File: src/rtl/logic_unit_arbiter.sv
// Two-requester arbiter in front of a shared, registered 8-bit AND/OR/XOR/NOR unit.
// Define ROUND_ROBIN_EN to alternate ties between requesters; otherwise requester 0 wins ties.
module logic_unit_arbiter #(
  parameter int W = 8
) (
  input  logic         clk,
  input  logic         rst,
  input  logic [1:0]   req,
  input  logic [W-1:0] a0,
  input  logic [W-1:0] b0,
  input  logic [1:0]   op0,
  input  logic [W-1:0] a1,
  input  logic [W-1:0] b1,
  input  logic [1:0]   op1,
  output logic [1:0]   gnt,
  output logic [1:0]   done,
  output logic [W-1:0] y,
  output logic         busy
);

  typedef enum logic [1:0] {
    S_IDLE = 2'd0,
    S_EXEC = 2'd1,
    S_RESP = 2'd2
  } state_t;

  typedef enum logic [1:0] {
    OP_AND = 2'b00,
    OP_OR  = 2'b01,
    OP_XOR = 2'b10,
    OP_NOR = 2'b11
  } opcode_t;

  state_t       r_state, w_state_nxt;
  logic         r_win,   w_win_nxt;
  logic [W-1:0] r_a,     w_a_nxt;
  logic [W-1:0] r_b,     w_b_nxt;
  logic [1:0]   r_op,    w_op_nxt;
  logic [1:0]   r_gnt,   w_gnt_nxt;
  logic [1:0]   r_done,  w_done_nxt;
  logic [W-1:0] r_y,     w_y_nxt;
  logic         w_pick;

  function automatic logic [W-1:0] logic_op(input logic [W-1:0] a,
                                            input logic [W-1:0] b,
                                            input logic [1:0]   op);
    logic [W-1:0] res;
    case (opcode_t'(op))
      OP_AND:  res = a & b;
      OP_OR:   res = a | b;
      OP_XOR:  res = a ^ b;
      default: res = ~(a | b);
    endcase
    return res;
  endfunction

`ifdef ROUND_ROBIN_EN
  // r_last holds the index of the previous winner; reset to 1 so requester 0 wins the first tie.
  logic r_last, w_last_nxt;

  always_comb begin
    w_pick = (req == 2'b11) ? ~r_last : ~req[0];
  end

  always_comb begin
    w_last_nxt = r_last;
    if (r_state == S_IDLE && |req) w_last_nxt = w_pick;
  end

  always_ff @(posedge clk) begin
    if (rst) r_last <= 1'b1;
    else     r_last <= w_last_nxt;
  end
`else
  always_comb begin
    w_pick = ~req[0];
  end
`endif

  always_comb begin
    // NOTE: every next-state signal gets its hold value first so no path through the case infers a latch.
    w_state_nxt = r_state;
    w_win_nxt   = r_win;
    w_a_nxt     = r_a;
    w_b_nxt     = r_b;
    w_op_nxt    = r_op;
    w_gnt_nxt   = r_gnt;
    w_done_nxt  = 2'b00;
    w_y_nxt     = r_y;

    case (r_state)
      S_IDLE: begin
        if (|req) begin
          w_win_nxt   = w_pick;
          w_a_nxt     = w_pick ? a1  : a0;
          w_b_nxt     = w_pick ? b1  : b0;
          w_op_nxt    = w_pick ? op1 : op0;
          w_gnt_nxt   = w_pick ? 2'b10 : 2'b01;
          w_state_nxt = S_EXEC;
        end
      end
      S_EXEC: begin
        w_y_nxt     = logic_op(r_a, r_b, r_op);
        w_done_nxt  = r_gnt;
        w_state_nxt = S_RESP;
      end
      S_RESP: begin
        if (!req[r_win]) begin
          w_gnt_nxt   = 2'b00;
          w_state_nxt = S_IDLE;
        end
      end
      default: begin
        w_gnt_nxt   = 2'b00;
        w_state_nxt = S_IDLE;
      end
    endcase
  end

  always_ff @(posedge clk) begin
    // NOTE: sequential state uses non-blocking assignments so all registers update from the same pre-edge values.
    if (rst) begin
      r_state <= S_IDLE;
      r_win   <= 1'b0;
      r_a     <= '0;
      r_b     <= '0;
      r_op    <= 2'b00;
      r_gnt   <= 2'b00;
      r_done  <= 2'b00;
      r_y     <= '0;
    end else begin
      r_state <= w_state_nxt;
      r_win   <= w_win_nxt;
      r_a     <= w_a_nxt;
      r_b     <= w_b_nxt;
      r_op    <= w_op_nxt;
      r_gnt   <= w_gnt_nxt;
      r_done  <= w_done_nxt;
      r_y     <= w_y_nxt;
    end
  end

  assign gnt  = r_gnt;
  assign done = r_done;
  assign y    = r_y;
  assign busy = (r_state != S_IDLE);

endmodule

File: config.mk
export PLATFORM = sky130hd
export DESIGN_NAME = logic_unit_arbiter
export DESIGN_NICKNAME = d
export VERILOG_FILES = /design/src/rtl/logic_unit_arbiter.sv
export SDC_FILE = /design/constraint.sdc
export NUM_CORES = 1
export LEC_CHECK = 0
export ABC_CLOCK_PERIOD_IN_PS = 1900
export BUFFER_PORTS_ARGS = -buffer_cell sky130_fd_sc_hd__buf_2
export CAP_MARGIN = 10
export CORE_MARGIN = 1.5
export CORE_UTILIZATION = 50
export DETAILED_ROUTE_END_ITERATION = 7
export HOLD_SLACK_MARGIN = 0.02
export PLACE_DENSITY = 0.76
export SETUP_SLACK_MARGIN = 0.02
export SYNTH_ARGS = -nofsm -noshare
export SYNTH_HDL_FRONTEND = slang
export SYNTH_SLANG_ARGS = --single-unit
File: constraint.sdc
create_clock -name clk -period 1.9 [get_ports clk]
set_clock_uncertainty 0.1 [all_clocks]
set_input_delay 0.285 -clock clk [delete_from_list [all_inputs] [get_ports clk]]
set_output_delay 0.285 -clock clk [all_outputs]
set_load 0.02 [all_outputs]
==> results of run 1 <==
[routing by layer]
layer,up-vias,global-route usage (%)
met5,-,0
met4,0,9.44
met3,6,5.57
met2,35,29.3
met1,690,22.0
li1,807,-
[cell usage after synthesis (3+ instances only)]
master	instances	area (sq um)
dfxtp_1	33	661
mux2i_1	27	270
a21oi_1	20	100
a211oi_2	19	238
inv_1	17	63.8
ha_1	16	200
nor2_1	10	37.5
a211oi_1	8	60.1
mux2_2	8	90.1
xnor2_1	8	70.1
buf_2	6	30.0
nor2b_1	5	31.3
buf_6	4	45.0
buf_4	3	22.5
clkbuf_1	3	11.3
nand2b_1	3	18.8
[state kept, by name (all words and copies together), names as in the netlist]
name     count
r_a          8
r_b          8
y            8
done         2
gnt          2
r_op         2
r_state      2
r_win        1
[worst max-delay path, cell delays in order (launching register included)]
cell     delay (ps)
dfxtp_1         360
nor2_1          190
buf_4           240
inv_1            50
buf_2           150
[cell type report]
type	instances	area, sq um
Sequential cell	33	661
Clock buffer	5	68.8
Timing Repair Buffer	60	320
Tap cell	50	62.6
Inverter	17	63.8
Multi-Input combinational cell	135	1200
Fill cell	373	1590
Clock inverter	1	5.00
[layout by cell type (no fill, tap or decap), types with 2 or more instances in the layout]
cell type | netlist | layout
nand2b_1 | 3 | 3
o21ai_0 | 2 | 2
nor2b_1 | 5 | 5
buf_2 | 6 | 52
a211oi_1 | 8 | 8
dfxtp_1 | 33 | 33
a21oi_1 | 20 | 20
xnor2_1 | 8 | 8
mux2i_1 | 27 | 27
nor3b_1 | 2 | 2
ha_1 | 16 | 16
mux2_2 | 8 | 8
nor2_1 | 10 | 10
clkbuf_8 | 0 | 5
buf_4 | 3 | 8
o211a_1 | 2 | 2
a211oi_2 | 19 | 19
inv_1 | 17 | 17
[power by group]
group | leakage [nW] | total, mW | switching, mW | internal, mW
Clock | 0.0399 | 0.485 | 0.245 | 0.241
Combinational | 0.777 | 0.585 | 0.300 | 0.284
Sequential | 0.273 | 0.840 | 0.0685 | 0.772
Total | 1.09 | 1.91 | 0.614 | 1.30
[kinds of logic (layout without fill, tap and decap cells)]
family,count (synthesis),in the layout
compound gates,54,54
simple gates,22,22
flops,33,33
xor+xnor,8,8
buf+inv,34,83
mux,35,35
fa+ha+maj,16,16
[how the worst max path moves through the flow]
stage / start / end / slack, ps / depth (start not counted)
finish: r_state[1] / busy / 230 / 4
global placement: req[0] / r_state[0] / 480 / 4
global route: r_state[1] / busy / 140 / 4
floorplan: req[0] / r_a[0] / 510 / 6
detailed placement: req[0] / r_b[2] / 450 / 5
CTS: r_state[1] / busy / 220 / 4
==> run metrics, run 1 <==
CTS tree=yes; Final setup viols=0; # hold bufs at CTS=0; gr usage total=around 18%; WHS=between 200 and 300 ps; post-placement setup slack=450 ps; Worst Hold End=r_op[1]; XOR/XNOR share of the synthesized area=3.43%; ANT cells=0; clock period minus worst slack=1670 ps; Setup TNS=0 ps; CP Capture Type=primary output; power density of the placed cells=~800 nW/um^2; clock latency on the worst-skew pair=290 ps; # rows=23; H-Tree Depth=2; non-filler instance count after layout=301; dpl cells=295; Final Hold Viols=0; Post-Synth Adder-Cell Area=9.81%; period utilisation layout=87.9%; peak supply drop=0.000455 V; PostCTS Resize Cnt=0; CTS buffer count=5; Hold Path Origin=op1[1]; DPL Wire Length=2.72 mm; Die Height=66.9 um; Tightest Pin Transition=between 600 and 700 ps; Post-Place Cell Area=2310 sq um; M1 WL=1.81 mm; gr ovfl total=0; # Post-CTS Setup Buffers=0; R2R Path Start=r_a[1]; setup ws final=231 ps; largest net degree at the start of global routing=28; Die ar.=around 4500 sq um; Leakage Power=1.09 nW; Power, Total=1.91 mW; core box area=roughly 4000 sq um; post-route ant nets=0; crit path DAT=1280 ps; Via density=between 5 and 6; final core occ=approximately 60%; GP Congestion=0.724; sequential-to-total area share from yosys stat=32.4%; top layer in use=met4; Max Fclk=0.599 GHz; Initial Util=51.4%; crit path kind=reg2out; finished layout cell area=2380 sq um; Clock Path Buffers=2; final WL=around 3.7 mm; Reg-to-Reg End=y[1]; vias in the first global route=1401; Synth Area in Compound Gates=22.3%; fin. max-slew vios=0; Synth async-reset ratio=0%; via count=between 1500 and 2000; Syn Area/Cell=~10 sq um; RSZ-0062 raised after global routing=false; Unique masters post-synth=25; Synth warnings=0; WL met2=1.63 mm; post-synthesis register bit count=33; First-pass DRT Iterations=4; DR WL/cell=12.3 um; Slew headroom=58.2%; clk sink count=33; initial antenna violation count=0; Post-Synthesis Cells=between 200 and 250; hold depth=3; post-synthesis simple-gate area fraction=roughly 5.8%; Worst-path clk slew=70 ps; initial drt markers=54; R2R depth=5; status=complete, no violations; worst path required time=between 1500 and 2000 ps; largest family of logic cells by synthesized area=compound AO/OA/AOI/OAI gates; most common flop cell mapped by yosys=dfxtp_1; # port buffers=between 50 and 60; syn_nets=around 260; Die X-Extent=66.9 um; maxcap violations=0; largest fanout on the critical path=15; min-delay worst type=in2reg; share of layout cells above drive strength 1=37.8%; mux share of post-synthesis cell area=~18%; Synth Cell Area=roughly 2000 sq um; final net count=308; crit path launch type=flop; first-pass GRT wire length=about 6.0 mm; routed wl met3=179 um; Clock Tree Root=clkbuf_8; DRC=0; Post-synth EDFFs=0; # IOs=53; Area Overhead vs Synth=16.8%; r2r setup slk=460 ps
Note: power is estimated with default switching activity, not from simulation.
==> run 2, diff against run 1 <==
- ABC_CLOCK_PERIOD_IN_PS: 1900 -> 1800
- clock period: 1.9 -> 1.8 ns (I/O delays scaled with it)
==> run 2 against run 1 <==
  * Combinational power up 8.2%
  * First-iteration DRC count down 13%
  * Sequential share of layout area down 0.32 points
  * Power up 9.1%
  * Flip-flop and latch count unchanged
  * Final area up 1.2%
  * Setup slack worse by 76 ps
  * Core utilization up 0.69 points
  * Global-route usage up 1.7 points
  * Sequential power up 5.8%
  * Via count up 0.78%
  * Cell count up 0.33%
  * Critical path type unchanged
  * Critical endpoint unchanged
==> run metrics, run 2 (same netlist as run 1, synthesis figures left out) <==
status=complete, no violations; DRC=0 (unchanged); Int Power=1.43 mW (+10%); gr ovfl total=0 (unchanged); post-route ant nets=0 (unchanged); Hold Path Origin=a1[4]; r2r setup slk=350 ps (-110 ps); final WL=3.91 mm (+5.9%); Initial Util=51.4% (unchanged); RSZ-0062 raised after global routing=false; crit path launch=r_state[1]; PostCTS Resize Cnt=0 (unchanged); Seq pwr share=42.6% (-1.4 points); gr usage total=20.0% (+1.7 points); period utilisation layout=91.4%; CTS tree=yes; Power, Total=2.08 mW (+9.1%); maxcap violations=0 (unchanged); filler instances=363 (-2.7%); Die ar.=4470 sq um (unchanged); fin. max-slew vios=0 (unchanged); CP cell instances=nor2_2, buf_12, inv_1, buf_2; switching share of power=31.6% (-0.55 points); Comb pwr share=30.4% (-0.2 points); share of layout cells above drive strength 1=38.1% (+0.25 points); cell depth of the worst setup path=4 (unchanged); Clock Tree Root=clkbuf_8; final net count=308 (unchanged); largest net degree at the start of global routing=25 (-11%); # Post-CTS Setup Buffers=0 (unchanged); Via density=5.13 (+0.45%); First-pass DRT Iterations=4 (unchanged); core box area=3970 sq um (unchanged); worst path required time=1430 ps (-80 ps); largest fanout on the critical path=20 (+5); initial drt markers=47 (-13%); Die Height=66.9 um (unchanged); CP endpoint=busy; initial antenna violation count=0 (unchanged); R2R depth=5 (unchanged); Die X-Extent=66.9 um (unchanged); Tightest Pin Transition=542 ps (-85.7 ps); clk sink count=33 (unchanged); storage element area=661 sq um (unchanged); ANT cells=0 (unchanged); vias in the first global route=1465 (+4.6%); Leakage Power=1.10 nW (+0.98%); GP Congestion=0.785 (+8.4%); Final Hold Viols=0 (unchanged); CTS buffer count=5 (unchanged); R2R Path Start=r_a[2]; leading cell types in the layout, fill and taps excluded=buf_2 (52), dfxtp_1 (33), mux2i_1 (27); Worst-path clk slew=70 ps (about the same); # hold bufs at CTS=0 (unchanged); min-delay worst type=in2reg; # rows=23 (unchanged); power density of the placed cells=865 nW/um^2 (+7.9%); most common cell after layout, fill and taps aside=buf_2; Worst Path Buf+Inv=3 (unchanged); via count=1550 (+0.78%); Multi-input gate area=1200 sq um (+0.21%); setup ws final=155 ps (-75.6 ps); crit path kind=reg2out; Critical Path Max Stage Delay=370 ps (about the same); post-placement setup slack=307 ps (-142 ps); Slew headroom=63.8% (+5.7 points); final core occ=60.7% (+0.69 points); DR WL/cell=12.9 um (+5.6%); Clock Path Buffers=2 (unchanged); clock latency on the worst-skew pair=280 ps (about the same); crit path launch type=flop; peak supply drop=0.000450 V (-1.0%); Switch Pwr=658 uW (+7.3%); CP Capture Type=primary output; Reg-to-Reg End=y[2]; Setup TNS=0 ps (unchanged); clock network power share=27.0% (+1.6 points); Max Fclk=0.608 GHz; Area Overhead vs Synth=18.1%; Final setup viols=0 (unchanged); CP top delay family=buffers and inverters; non-filler instance count after layout=302 (+0.33%); crit path DAT=1270 ps (about the same); first-pass GRT wire length=6.64 mm (+11%); dpl cells=295 (unchanged); # port buffers=52 (unchanged); DPL Wire Length=2.78 mm (+2.2%); # IOs=53 (unchanged); clock period minus worst slack=approximately 1600 ps; slowest stage cell on the critical path=dfxtp_1; H-Tree Depth=2 (unchanged)
[run 2: changes by cell type in the layout (fill, tap and decap cells not counted), sizes merged]
| cell | change |
|---|---|
| clkbuf | +2 |
| clkinv | -1 |
[run 2: how the worst min path moves through the flow]
stage | endpoint | slack [ps] | depth (start not counted)
2_1_floorplan | r_state[0] | 240 | 1
3_3_place_gp | done[1] | 380 | 1
3_5_place_dp | done[1] | 380 | 1
4_1_cts | r_a[4] | 250 | 3
5_1_grt | r_a[5] | 260 | 3
6_report | r_a[4] | 260 | 3
[run 2: metal layers]
metal	vias to the layer above	wire length (um)	track usage (%)
li1	811	-	-
met1	700	1970	26.5
met3	2	170	6.59
met5	-	0	0
met4	0	24	6.89
met2	37	1750	30.4
[run 2: stage by stage]
| step | hold slack, ps | instance area [sq um] |
|---|---|---|
| 6_report | 256 | 2410 |
| 5_1_grt | 258 | 2410 |
| 4_1_cts | 252 | 2410 |
| 3_5_place_dp | 384 | 2320 |
| 3_3_place_gp | 381 | 2320 |
| 2_1_floorplan | 242 | 2040 |
[run 2: area by class of cell]
type	instances	area share (%)
clock buffer	7	3.58
timing repair buffer	60	13.8
multi-input combinational	135	50.0
sequential	33	27.4
tap	50	2.59
inverter	17	2.65
[run 2: power by group through the flow]
| stage | clock [mW] | sequential (mW) | combinational, mW |
|---|---|---|---|
| final | 0.563 | 0.889 | 0.633 |
| after global routing | 0.615 | 0.902 | 0.709 |
| after CTS | 0.585 | 0.888 | 0.640 |
| after detailed placement | 0 | 0.904 | 0.636 |
| after global placement | 0 | 0.900 | 0.615 |
| after floorplan | 0 | 0.909 | 0.480 |
[run 2: worst reg2reg max path, cell delays in order (launching register included)]
cell and delay (ps):
dfxtp_1 370, inv_1 60, ha_1 280, mux2_2 260
mux2i_1 160, a211oi_1 90
==> run 3, diff against run 2 <==
- ABC_CLOCK_PERIOD_IN_PS: 1800 -> 1760
- clock period: 1.8 -> 1.76 ns (I/O delays scaled with it)
==> run 3 against run 2 <==
  * Core utilization hardly changed
  * Register-to-register slack got worse by 30 ps
  * Global-route usage fell by 0.51 points
  * Critical path type unchanged
  * Largest cell class unchanged
==> run metrics, run 3 (same netlist as run 1, synthesis figures left out) <==
status=complete, no violations; initial drt markers=50 (+6.4%); crit path kind=reg2out; core box area=3970 sq um (unchanged); clock period minus worst slack=1610 ps; Initial Util=51.4% (unchanged); clock latency on the worst-skew pair=280 ps (about the same); post-route ant nets=0 (unchanged); Clock Tree Root=clkbuf_8; CTS tree=yes; gr ovfl total=0 (unchanged); maxcap violations=0 (unchanged); share of layout cells above drive strength 1=37.5% (-0.55 points); GP Congestion=0.752 (-4.1%); Final Hold Viols=0 (unchanged); # rows=23 (unchanged); via count=1542 (-0.52%); period utilisation layout=91.2%; # hold bufs at CTS=0 (unchanged); Worst Path Buf+Inv=3 (unchanged); leading cell types in the layout, fill and taps excluded=buf_2 (52), dfxtp_1 (33), mux2i_1 (27); CTS buffer count=5 (unchanged); peak supply drop=0.000487 V (+8.2%); RSZ-0062 raised after global routing=false; Setup TNS=0 ps (unchanged); # port buffers=52 (unchanged); final core occ=60.7% (about the same); DR WL/cell=13.2 um (+1.9%); Tightest Pin Transition=571 ps (+29.7 ps); Worst-path clk slew=60 ps (about the same); first-pass GRT wire length=6.40 mm (-3.6%); Die X-Extent=66.9 um (unchanged); largest fanout on the critical path=8 (-60%); Die Height=66.9 um (unchanged); CP cell instances=nor2_4, buf_4, inv_1, buf_2; most common cell after layout, fill and taps aside=buf_2; Area Overhead vs Synth=18.1% (about the same); Leakage Power=1.10 nW (-0.49%); # Post-CTS Setup Buffers=0 (unchanged); min-delay worst type=in2reg; Critical Path Max Stage Delay=500 ps (+130 ps); final WL=4.00 mm (+2.2%); Final setup viols=0 (unchanged); Slew headroom=61.9% (-1.9 points); worst path required time=1400 ps (-30 ps); DPL Wire Length=2.79 mm (+0.31%); CP Capture Type=primary output; final net count=308 (unchanged); gr usage total=19.5% (-0.51 points); clk sink count=33 (unchanged); fin. max-slew vios=0 (unchanged); Via density=5.09 (-0.84%); WHS=251 ps (-5.11 ps); H-Tree Depth=2 (unchanged); largest net degree at the start of global routing=26 (+4.0%); crit path DAT=1240 ps (-30 ps); ANT cells=0 (unchanged); initial antenna violation count=0 (unchanged); crit path launch type=flop; power density of the placed cells=874 nW/um^2 (+1.1%); CP top delay family=flip-flops; # IOs=53 (unchanged); DRC=0 (unchanged); slowest stage cell on the critical path=dfxtp_1; vias in the first global route=1381 (-5.7%); Max Fclk=0.623 GHz; Clock Path Buffers=2 (unchanged); First-pass DRT Iterations=4 (unchanged); Die ar.=4470 sq um (unchanged)
run 3: power breakdown:
part           total (mW)  switching [mW]  internal [mW]
registers           0.911          0.0781          0.833
clock network       0.544           0.263          0.281
logic               0.652           0.335          0.317
run 3: path summary, 6_finish.rpt:
path / from / endpoint / slack [ps] / cells after the start
setup reg to reg: r_a[1] / y[1] / 320 / 5
setup / recovery: r_state[1] / busy / 150 / 4
hold / removal: a1[4] / r_a[4] / 250 / 3
hold reg to reg: gnt[1] / done[1] / 380 / 1
run 3: tightest hold or removal path: cells and delay by family:
family / cells / cell delay [ps]
AOI/OAI and AO/OA: 1 / 80
buffers and inverters: 1 / 90
muxes: 1 / 140
run 3: final cells by class:
type / count / area [sq um]
tap: 50 / 62.6
inverter: 17 / 63.8
multi-input combinational: 135 / 1210
fill: 333 / 1560
timing repair buffer: 60 / 333
clock buffer: 8 / 80.1
sequential: 33 / 661
run 3: per-stage QoR:
stage	setup slack [ps]	cells	total power [mW]	cell area [sq um]
after floorplan	388	202	1.42	2040
after global placement	301	295	1.55	2320
after detailed placement	294	295	1.58	2320
after CTS	105	303	2.12	2400
after global routing	83.3	303	2.24	2410
final	155	303	2.11	2410
run 3: routing by layer:
layer / wire (um) / vias to the layer above / global-route usage, %
met5: 0 / - / 0
met4: 66 / 0 / 6.89
met3: 166 / 5 / 4.56
met2: 1860 / 38 / 31.8
met1: 1900 / 691 / 25.1
li1: - / 808 / -
run 3: what timing repair did:
item / in CTS / in global routing
gates resized for setup: 1 / 1
gates cloned: 0 / 0
endpoints found under the hold margin: 0 / 0
endpoints found under the setup margin: 1 / 1
